===== src/rtl/regfile_pkg.sv =====
// Shared definitions for the multi-port register file: FSM encoding, default sizes, index width helper.
package regfile_pkg;

    localparam int unsigned DEF_DATA_WIDTH   = 32;
    localparam int unsigned DEF_ADDR_WIDTH   = 5;
    localparam int unsigned DEF_REGFILE_SIZE = 32;
    localparam int unsigned DEF_NUM_RD       = 2;
    localparam int unsigned DEF_NUM_WR       = 1;
    localparam int unsigned DEF_ZERO_REG     = 1;

    // Width of a register index / clear counter; never below one bit.
    function automatic int unsigned idx_width(input int unsigned size);
        return (size > 1) ? $clog2(size) : 1;
    endfunction

    localparam int unsigned DEF_CNT_WIDTH = idx_width(DEF_REGFILE_SIZE);

    typedef enum logic {
        ST_CLEAR = 1'b0,
        ST_RUN   = 1'b1
    } state_t;

endpackage


===== src/rtl/regfile_mp_if.sv =====
// Decode/writeback-facing bus of the multi-port register file.
interface regfile_mp_if
    import regfile_pkg::*;
#(
    parameter int unsigned DATA_WIDTH = DEF_DATA_WIDTH,
    parameter int unsigned ADDR_WIDTH = DEF_ADDR_WIDTH,
    parameter int unsigned NUM_RD     = DEF_NUM_RD,
    parameter int unsigned NUM_WR     = DEF_NUM_WR
);
    logic                         init_done;
    logic [NUM_RD*ADDR_WIDTH-1:0] rd_addr;
    logic [NUM_RD*DATA_WIDTH-1:0] rd_data;
    logic [NUM_RD-1:0]            rd_pending;
    logic [NUM_WR-1:0]            wr_en;
    logic [NUM_WR*ADDR_WIDTH-1:0] wr_addr;
    logic [NUM_WR*DATA_WIDTH-1:0] wr_data;
    logic                         pend_set;
    logic [ADDR_WIDTH-1:0]        pend_addr;

    modport master (
        output rd_addr, wr_en, wr_addr, wr_data, pend_set, pend_addr,
        input  init_done, rd_data, rd_pending
    );

    modport slave (
        input  rd_addr, wr_en, wr_addr, wr_data, pend_set, pend_addr,
        output init_done, rd_data, rd_pending
    );

endinterface


===== src/rtl/regfile_scoreboard.sv =====
// Per-register pending bits: clears from writes, set from issue (set wins), registered lookups.
// With REGFILE_MP_BYPASS_EN the lookup sees the post-edge scoreboard value.
module regfile_scoreboard
    import regfile_pkg::*;
#(
    parameter int unsigned ADDR_WIDTH   = DEF_ADDR_WIDTH,
    parameter int unsigned REGFILE_SIZE = DEF_REGFILE_SIZE,
    parameter int unsigned NUM_RD       = DEF_NUM_RD,
    parameter int unsigned NUM_WR       = DEF_NUM_WR,
    parameter int unsigned IDX_W        = DEF_CNT_WIDTH
) (
    input  logic                         clk,
    input  logic                         rst,
    input  logic                         en,
    input  logic                         pend_set,
    input  logic [ADDR_WIDTH-1:0]        pend_addr,
    input  logic [NUM_WR-1:0]            clr_en,
    input  logic [NUM_WR*ADDR_WIDTH-1:0] clr_addr,
    input  logic [NUM_RD*ADDR_WIDTH-1:0] rd_addr,
    output logic [NUM_RD-1:0]            rd_pending
);

    logic [REGFILE_SIZE-1:0] pend_q;
    logic [REGFILE_SIZE-1:0] pend_d;
    logic [REGFILE_SIZE-1:0] lookup_c;

    // Clears first, then the issue set so a new producer overrides a retiring one.
    always_comb begin
        pend_d = pend_q;
        if (en) begin
            for (int p = 0; p < NUM_WR; p++) begin
                if (clr_en[p]) begin
                    pend_d[IDX_W'(clr_addr[p*ADDR_WIDTH +: ADDR_WIDTH])] = 1'b0;
                end
            end
            if (pend_set) begin
                pend_d[IDX_W'(pend_addr)] = 1'b1;
            end
        end
    end

`ifdef REGFILE_MP_BYPASS_EN
    assign lookup_c = pend_d;
`else
    assign lookup_c = pend_q;
`endif

    always_ff @(posedge clk) begin
        if (rst) begin
            pend_q     <= '0;
            rd_pending <= '0;
        end else begin
            pend_q <= pend_d;
            for (int i = 0; i < NUM_RD; i++) begin
                rd_pending[i] <= en
                    && (32'(rd_addr[i*ADDR_WIDTH +: ADDR_WIDTH]) < REGFILE_SIZE)
                    && lookup_c[IDX_W'(rd_addr[i*ADDR_WIDTH +: ADDR_WIDTH])];
            end
        end
    end

endmodule


===== src/rtl/regfile_mp.sv =====
// Parametrised multi-port register file with hardware clear sweep and pending scoreboard.
// Define REGFILE_MP_BYPASS_EN to forward same-edge writes to the read ports.
module regfile_mp
    import regfile_pkg::*;
#(
    parameter int unsigned DATA_WIDTH   = DEF_DATA_WIDTH,
    parameter int unsigned ADDR_WIDTH   = DEF_ADDR_WIDTH,
    parameter int unsigned REGFILE_SIZE = DEF_REGFILE_SIZE,
    parameter int unsigned NUM_RD       = DEF_NUM_RD,
    parameter int unsigned NUM_WR       = DEF_NUM_WR,
    parameter int unsigned ZERO_REG     = DEF_ZERO_REG
) (
    input  logic       clk,
    input  logic       rst,
    regfile_mp_if.slave bus
);

    localparam int unsigned IDX_W = idx_width(REGFILE_SIZE);

    state_t                       state_q;
    state_t                       state_d;
    logic [IDX_W-1:0]             cnt_q;
    logic [IDX_W-1:0]             cnt_d;
    logic                         clr_we_c;
    logic                         run;
    logic [NUM_WR-1:0]            wr_ok_c;
    logic                         pend_ok_c;
    logic [NUM_RD*DATA_WIDTH-1:0] rd_val_c;
    logic [DATA_WIDTH-1:0]        mem [REGFILE_SIZE];

    // An address names a real, writable register.
    function automatic logic addr_ok(input logic [ADDR_WIDTH-1:0] a);
        return (32'(a) < REGFILE_SIZE) && !((ZERO_REG != 0) && (a == '0));
    endfunction

    assign run = (state_q == ST_RUN);

    always_ff @(posedge clk) begin
        if (rst) begin
            state_q       <= ST_CLEAR;
            cnt_q         <= '0;
            bus.init_done <= 1'b0;
        end else begin
            state_q       <= state_d;
            cnt_q         <= cnt_d;
            bus.init_done <= (state_d == ST_RUN);
        end
    end

    always_comb begin
        state_d  = state_q;
        cnt_d    = cnt_q;
        clr_we_c = 1'b0;
        unique case (state_q)
            ST_CLEAR: begin
                clr_we_c = 1'b1;
                if (cnt_q == IDX_W'(REGFILE_SIZE - 1)) begin
                    state_d = ST_RUN;
                    cnt_d   = '0;
                end else begin
                    cnt_d = cnt_q + IDX_W'(1);
                end
            end
            ST_RUN: begin
            end
        endcase
    end

    always_comb begin
        wr_ok_c = '0;
        for (int p = 0; p < NUM_WR; p++) begin
            wr_ok_c[p] = run && bus.wr_en[p] && addr_ok(bus.wr_addr[p*ADDR_WIDTH +: ADDR_WIDTH]);
        end
        pend_ok_c = run && bus.pend_set && addr_ok(bus.pend_addr);
    end

    // Later ports are assigned last, so the highest-indexed port wins a conflict.
    always_ff @(posedge clk) begin
        if (!rst) begin
            if (clr_we_c) begin
                mem[cnt_q] <= '0;
            end
            for (int p = 0; p < NUM_WR; p++) begin
                if (wr_ok_c[p]) begin
                    mem[IDX_W'(bus.wr_addr[p*ADDR_WIDTH +: ADDR_WIDTH])] <= bus.wr_data[p*DATA_WIDTH +: DATA_WIDTH];
                end
            end
        end
    end

    always_comb begin
        rd_val_c = '0;
        for (int i = 0; i < NUM_RD; i++) begin
            if (addr_ok(bus.rd_addr[i*ADDR_WIDTH +: ADDR_WIDTH])) begin
                rd_val_c[i*DATA_WIDTH +: DATA_WIDTH] = mem[IDX_W'(bus.rd_addr[i*ADDR_WIDTH +: ADDR_WIDTH])];
            end
`ifdef REGFILE_MP_BYPASS_EN
            for (int p = 0; p < NUM_WR; p++) begin
                if (wr_ok_c[p] && (bus.wr_addr[p*ADDR_WIDTH +: ADDR_WIDTH] == bus.rd_addr[i*ADDR_WIDTH +: ADDR_WIDTH])) begin
                    rd_val_c[i*DATA_WIDTH +: DATA_WIDTH] = bus.wr_data[p*DATA_WIDTH +: DATA_WIDTH];
                end
            end
`endif
        end
    end

    always_ff @(posedge clk) begin
        if (rst) begin
            bus.rd_data <= '0;
        end else begin
            bus.rd_data <= run ? rd_val_c : '0;
        end
    end

    regfile_scoreboard #(
        .ADDR_WIDTH   (ADDR_WIDTH),
        .REGFILE_SIZE (REGFILE_SIZE),
        .NUM_RD       (NUM_RD),
        .NUM_WR       (NUM_WR),
        .IDX_W        (IDX_W)
    ) u_scoreboard (
        .clk        (clk),
        .rst        (rst),
        .en         (bus.init_done),
        .pend_set   (pend_ok_c),
        .pend_addr  (bus.pend_addr),
        .clr_en     (wr_ok_c),
        .clr_addr   (bus.wr_addr),
        .rd_addr    (bus.rd_addr),
        .rd_pending (bus.rd_pending)
    );

endmodule


===== src/flat_wrapper.sv =====
// flat-port wrapper written by rule: the top's interface ports become plain ports
module regfile_mp_flat import regfile_pkg::*;
#(
    parameter int unsigned DATA_WIDTH   = DEF_DATA_WIDTH,
    parameter int unsigned ADDR_WIDTH   = DEF_ADDR_WIDTH,
    parameter int unsigned REGFILE_SIZE = DEF_REGFILE_SIZE,
    parameter int unsigned NUM_RD       = DEF_NUM_RD,
    parameter int unsigned NUM_WR       = DEF_NUM_WR,
    parameter int unsigned ZERO_REG     = DEF_ZERO_REG
)
  (clk, rst, bus_rd_addr, bus_wr_en, bus_wr_addr, bus_wr_data, bus_pend_set, bus_pend_addr, bus_init_done, bus_rd_data, bus_rd_pending);
  regfile_mp_if #(.DATA_WIDTH(DATA_WIDTH), .ADDR_WIDTH(ADDR_WIDTH), .NUM_RD(NUM_RD), .NUM_WR(NUM_WR)) bus_i ();
  input  logic clk;
  input  logic rst;
  input wire logic [$bits(bus_i.rd_addr)-1:0] bus_rd_addr;
  input wire logic [$bits(bus_i.wr_en)-1:0] bus_wr_en;
  input wire logic [$bits(bus_i.wr_addr)-1:0] bus_wr_addr;
  input wire logic [$bits(bus_i.wr_data)-1:0] bus_wr_data;
  input wire logic [$bits(bus_i.pend_set)-1:0] bus_pend_set;
  input wire logic [$bits(bus_i.pend_addr)-1:0] bus_pend_addr;
  output wire logic [$bits(bus_i.init_done)-1:0] bus_init_done;
  output wire logic [$bits(bus_i.rd_data)-1:0] bus_rd_data;
  output wire logic [$bits(bus_i.rd_pending)-1:0] bus_rd_pending;
  assign bus_i.rd_addr = bus_rd_addr;
  assign bus_i.wr_en = bus_wr_en;
  assign bus_i.wr_addr = bus_wr_addr;
  assign bus_i.wr_data = bus_wr_data;
  assign bus_i.pend_set = bus_pend_set;
  assign bus_i.pend_addr = bus_pend_addr;
  assign bus_init_done = bus_i.init_done;
  assign bus_rd_data = bus_i.rd_data;
  assign bus_rd_pending = bus_i.rd_pending;
  regfile_mp #(.DATA_WIDTH(DATA_WIDTH), .ADDR_WIDTH(ADDR_WIDTH), .REGFILE_SIZE(REGFILE_SIZE), .NUM_RD(NUM_RD), .NUM_WR(NUM_WR), .ZERO_REG(ZERO_REG)) u_core (.clk(clk), .rst(rst), .bus(bus_i));
endmodule

===== config.mk =====
export PLATFORM = sky130hd
export DESIGN_NAME = regfile_mp_flat
export DESIGN_NICKNAME = d
export VERILOG_FILES = /design/src/rtl/regfile_pkg.sv /design/src/rtl/regfile_mp_if.sv /design/src/rtl/regfile_scoreboard.sv /design/src/rtl/regfile_mp.sv /design/src/flat_wrapper.sv
export SDC_FILE = /design/constraint.sdc
export NUM_CORES = 1
export LEC_CHECK = 0
export ABC_CLOCK_PERIOD_IN_PS = 13620
export CAP_MARGIN = 0
export CORE_ASPECT_RATIO = 0.7
export CORE_UTILIZATION = 39
export CTS_CLUSTER_DIAMETER = 60
export DETAILED_ROUTE_END_ITERATION = 7
export SETUP_SLACK_MARGIN = 0.5
export SLEW_MARGIN = 20
export SYNTH_ARGS = -nofsm -noshare
export SYNTH_HDL_FRONTEND = slang
export SYNTH_HIERARCHICAL = 1
export SYNTH_SLANG_ARGS = --single-unit

===== constraint.sdc =====
create_clock -name clk -period 13.62 [get_ports clk]
set_input_delay 2.724 -clock clk [delete_from_list [all_inputs] [get_ports clk]]
set_output_delay 2.724 -clock clk [all_outputs]
set_load 0.01 [all_outputs]

# Yosys cells after proc, flatten, opt, wreduce, memory -nomap -nowiden
# Memory sizes are Yosys's and may differ from the RTL's. A register that Yosys moved wholly into a read port is not among the register bits.
# Cells that the tools add are included.
# totals
regBits	40
latchBits	0
mem_bits_rw	1024
romBits	0
in_bits	56
out_inout_bits	67
word_cells	57
n_memories	1
# memory_table
name	depth	width	rd	rd_clocked_by_memory_dff	wr	line_no	rtl
u_core.mem	32	32	2	2	1	regfile_mp.sv:29	logic [DATA_WIDTH-1:0] mem [REGFILE_SIZE];
# classes
n_addsub	1
multipliers	0
div_mod_pow	0
n_lt_le_gt_ge	6
eq_ne	1
n_shift	0
mux	23
bitwise	4
reduce_logical	17
# ops
op	n
2-to-1 mux 32 bit	4
bitwise AND 32 bit	1
inverter 32 bit	1
bitwise OR 32 bit	1
OR reduction 32 bit	1
less-than comparator 5 x 6 -> 1 bit (second input constant)	4
logical NOT 5 bit	4
2-to-1 mux 1 bit	13
binary-select mux 1 bit (select 5 bit)	2
demux 1 bit (select 5 bit)	2
>= comparator 5 x 1 -> 1 bit (second input constant)	2
2-to-1 mux 5 bit	2
logical AND 1 bit	8
OR reduction 3 bit	2
adder 5 x 1 -> 5 bit (second input constant)	1
equality test 5 bit (second input constant)	1
logical NOT 1 bit	2
inverter 1 bit	1

# Logic depth before layout (Yosys ltp)
# logic_depth
ltp_word	10
depth_mapped	9
ltp_nobuf	6

# By module
# Netlist, hierarchy kept.
# by_module_without_submodules
module	instances	cells_each	area_per_inst_um2	seq_area_each_um2
regfile_mp	1	2884	50089.3	32150.8
regfile_scoreboard	1	209	1941.9	680.7

# Worst setup path before layout
# No wires, ideal clock.
# synth_timing
kind	input -> register
from	input bus_wr_addr[4]
to	memory u_core/mem[28][0] (netlist name) (enable)
setup_ps	461
arrival_time_ps	6115
required_ps	13159
setup_slack_ps	7044
stages	4
n_path_buf	0
path_cell_list	or4_4 > o211a_4 > o31a_4 > nor3_1
# synth_via
elab_chain_len	8
word_cells_on_any_way	9
classes_between	mux (5); reduce/logical (4)
# synth_rtl
element	line_no	rtl
from (decl)	flat_wrapper.sv:17	input wire logic [$bits(bus_i.wr_addr)-1:0] bus_wr_addr;
logical NOT 5 bit	regfile_mp.sv:33	return (32'(a) < REGFILE_SIZE) && !((ZERO_REG != 0) && (a == '0));
logical NOT 1 bit	regfile_mp.sv:33	
logical AND 1 bit	regfile_mp.sv:72	wr_ok_c[p] = run && bus.wr_en[p] && addr_ok(bus.wr_addr[p*ADDR_WIDTH +: ADDR_WIDTH]);
2-to-1 mux 1 bit	regfile_mp.sv:84	if (wr_ok_c[p]) begin
2-to-1 mux 1 bit	regfile_mp.sv:79	if (!rst) begin
2-to-1 mux 1 bit (implied by the code)	regfile_mp.sv:85	mem[IDX_W'(bus.wr_addr[p*ADDR_WIDTH +: ADDR_WIDTH])] <= bus.wr_data[p*DATA_WIDTH +: DATA_WIDTH];
OR reduction 32 bit (no source line)	-	
2-to-1 mux 5 bit (no source line) or 2-to-1 mux 1 bit (tied branches)	-	
to (decl)	regfile_mp.sv:29	
# Several ways; a longest one is shown, not always the timed one.

# Worst setup path in the final report
# layout_timing
from	input rst
to	memory u_core/mem[10][4] (netlist name) (enable)
# layout_via
elab_chain_len	4
word_cells_on_any_way	7
classes_between	mux (6); reduce/logical (1)
# layout_rtl
element	line_no	rtl
from (decl)	flat_wrapper.sv:14	input logic rst;
2-to-1 mux 1 bit	regfile_mp.sv:79	
2-to-1 mux 1 bit (implied by the code)	regfile_mp.sv:85	
OR reduction 32 bit (no source line)	-	
2-to-1 mux 5 bit (no source line) or 2-to-1 mux 1 bit (tied branches)	-	
# Several ways; a longest one is shown, not always the timed one.

==> flow_summary.yaml <==
global_route:
  grt-ovfl-total: 0
  grt_pass1_vias: 30599
  grt_pass1_wl_mm: 222
  grt_max_degree: 128
  antenna_found_initial: 0
  grtUsageTotal_pct: 22.9
clock_tree:
  htree_levels: 3
  clkLatencyLatePin_ns: 0.72
  cts_hold_buf: 0
  cts-buffers-inserted: 106
  root_buffer: "clkbuf_16"
  clkTransAtPathRegs_ns: 0.06
  cts-resized-gates: 0
  post_cts_buffers: 0
  cts_tree: "yes"
  cts_buffer_depth: 3
  cts.sinks: 1128
final_layout:
  layout_commonest_cell: "edfxtp_1"
  antenna_cells: 0
  syn_to_final_growth_pct: 13.0
  post_route_cells_drive_above_1_share_pct: 23.0
  nets: 3241
  final_cell_mix: "edfxtp_1, mux2i_1, mux4_2"
  nFillCells: 11424
yosys:
  ys_ff_latch: 1128
  syn_inst: 3093
  yosysUniqueCellTypes: 57
  synth_area_mm2: 0.0520
  async_reset_ff_share_pct: 0
  yosys_warnings: 6
  avgSynthCellArea_um2: 16.8
  synth_edf_count: 1024
  synthFlopType: "edfxtp_1"
  synth_nets: 3151
  ys_seq_area_share_pct: 63.1
die:
  pin_count: 123
  rows: 111
  die_w_um: 439
  dieHeight_um: 308
  die_area_mm2: 0.135
  start_util_pct: 39.5
  core_region_area_mm2: 0.132
job:
  max_cap_viol_count: 0
detailed_routing:
  viasPerCell: 6.20
  drcViolationCount: 0
  first_pass_iters: 8
  wl_per_cell_um: 31.0
  postRouteAntennaNets: 0
  drt-total-wl_mm: 156
  dr_total_vias: 31124
  drt_iter0_drc: 3599
worst_setup_path:
  r2r_start: "u_core/run"
  cp-startpoint: "rst"
  arrival_ns: 6.22
  critPathRequiredTime_ns: 13.96
  worstPathMaxFanout: 44
  start_kind: "primary input"
  endpoint_kind: "register"
  critPathKind: "in -> reg"
timing:
  maxSlewHeadroom_pct: 18.9
  fin_crit_sh_pct: 43.2
  worst_pin_slew_ns: 1.22
  fin_skew_ns: 0.0277
  rsz0062_at_grt: "no"
  hold_violations: 0
  slew_violations: 0
  clock.fmax_mhz: 170
  fin_crit_ns: 5.88
  tns_ns: 0
  finalSetupViolations: 0
power:
  p_comb_share_pct: 5.8
  p_sw_uw: 1570
  p_total_uw: 7200
  p_int_uw: 5630
  ir_drop_uv: 128
  power_density_mw_per_mm2: 122
  p_leak_uw: 0.0213
  pwr-share-seq_pct: 52.0
  p_sw_share_pct: 21.8
  clock_power_share_pct: 42.1
min_path:
  worstHoldStart: "u_core/u_scoreboard/lookup_c[9]"
  hp-class: "reg -> reg"
placement:
  io_buffers: 122
  place_congestion: 0.834
  dp_hpwl_mm: 91.2
status:
  status: "complete, no violations"
## synth_stat cells (3+ instances only)
| cell type | instances | area (um2) |
|---|---|---|
| buf_1 | 8 | 30.0 |
| nand3_1 | 87 | 435 |
| and4b_2 | 3 | 33.8 |
| and3_1 | 4 | 25.0 |
| a22oi_1 | 142 | 1070 |
| nor2b_1 | 5 | 31.3 |
| or2_2 | 29 | 181 |
| nand4_1 | 59 | 369 |
| buf_4 | 19 | 143 |
| mux2_2 | 63 | 709 |
| o21ai_0 | 34 | 170 |
| a221o_1 | 32 | 320 |
| nand2_1 | 187 | 702 |
| and4_1 | 3 | 26.3 |
| a31oi_1 | 39 | 244 |
| edfxtp_1 | 1024 | 30700 |
| mux4_2 | 316 | 7120 |
| o211ai_1 | 4 | 30.0 |
| nand3b_1 | 6 | 45.0 |
| mux4_1 | 6 | 158 |
| mux2i_1 | 510 | 5100 |
| nor3_1 | 36 | 180 |
| buf_2 | 106 | 531 |
| and2_1 | 32 | 200 |
| dfxtp_1 | 104 | 2080 |
| a21oi_1 | 73 | 365 |
| clkbuf_1 | 80 | 300 |
| nor3b_1 | 4 | 30.0 |
| nor2_1 | 16 | 60.1 |
| buf_6 | 20 | 225 |
| inv_1 | 6 | 22.5 |
## power by group through the flow
stage | combinational, uW | clock [uW] | sequential, uW
final | 421 | 3030 | 3750
after CTS | 419 | 3080 | 3750
after global routing | 441 | 3200 | 3750
after floorplan | 293 | 0 | 3820
after global placement | 416 | 0 | 3820
after detailed placement | 418 | 0 | 3820
## final cells by class
cell class	instances	area (um2)	area share [%]
multi-input cells	1724	18200	31.0
clock inverters	50	554	0.943
well taps	1751	2190	3.73
repair buffers	217	2030	3.45
clock buffers	147	2940	5.00
inverters	6	22.5	0.0383
flip-flops and latches	1128	32800	55.8
## path summary, 6_finish.rpt
check | end | slack (ns) | depth (start not counted)
worst min register to register | u_core/u_scoreboard/lookup_c[9] | 0.49 | 2
worst min-delay path | u_core/u_scoreboard/lookup_c[9] | 0.49 | 2
worst max-delay path | u_core/mem[10][4] | 7.74 | 7
worst max register to register | u_core/mem[10][4] | 10.01 | 5
## cell families (layout without fill, tap and decap cells)
| family | after synthesis | in the layout | share of synthesized area, % |
|---|---|---|---|
| mux | 895 | 895 | 25.2 |
| fa+ha+maj | 2 | 2 | 0.0481 |
| buf+inv | 241 | 420 | 2.42 |
| flops | 1128 | 1128 | 63.1 |
| compound gates | 334 | 334 | 4.43 |
| simple gates | 493 | 493 | 4.84 |
## critical path: stages
cell	delay (ns)
clkdlybuf4s50_1	0.41
buf_4	0.27
and2b_2	0.39
o211a_4	0.50
o21ai_1	0.42
nor3_2	0.80
buf_4	0.63
## stage by stage
stage | utilization [%] | hold slack, ns | instances | instance area [um2] | setup WS (ns)
after floorplan | - | 0.457 | 3093 | 52000 | 7.04
after global placement | 41.9 | 0.473 | 4822 | 55200 | 7.09
after detailed placement | 42.0 | 0.479 | 4826 | 55300 | 7.06
after CTS | 44.6 | 0.487 | 5023 | 58800 | 7.82
after global routing | 44.7 | 0.512 | 5023 | 58800 | 7.58
final | 44.7 | 0.487 | 5023 | 58800 | 7.74
## flip-flops by register name (all words and copies together), names as in the netlist
register / count
u_core/mem: 1024
u_core/bus.rd_data: 64
u_core/u_scoreboard/lookup_c: 32
u_core/cnt_q: 5
u_core/u_scoreboard/rd_pending: 2
u_core/run: 1
## routing by layer
| layer | global-route usage, % | vias up | routed length (um) |
|---|---|---|---|
| met5 | 0 | - | 0 |
| li1 | - | 12848 | - |
| met4 | 6.94 | 0 | 4510 |
| met3 | 4.31 | 254 | 13900 |
| met1 | 34.3 | 16453 | 68700 |
| met2 | 33.6 | 1569 | 68500 |
No activity file was read; power rests on OpenSTA's default activity.
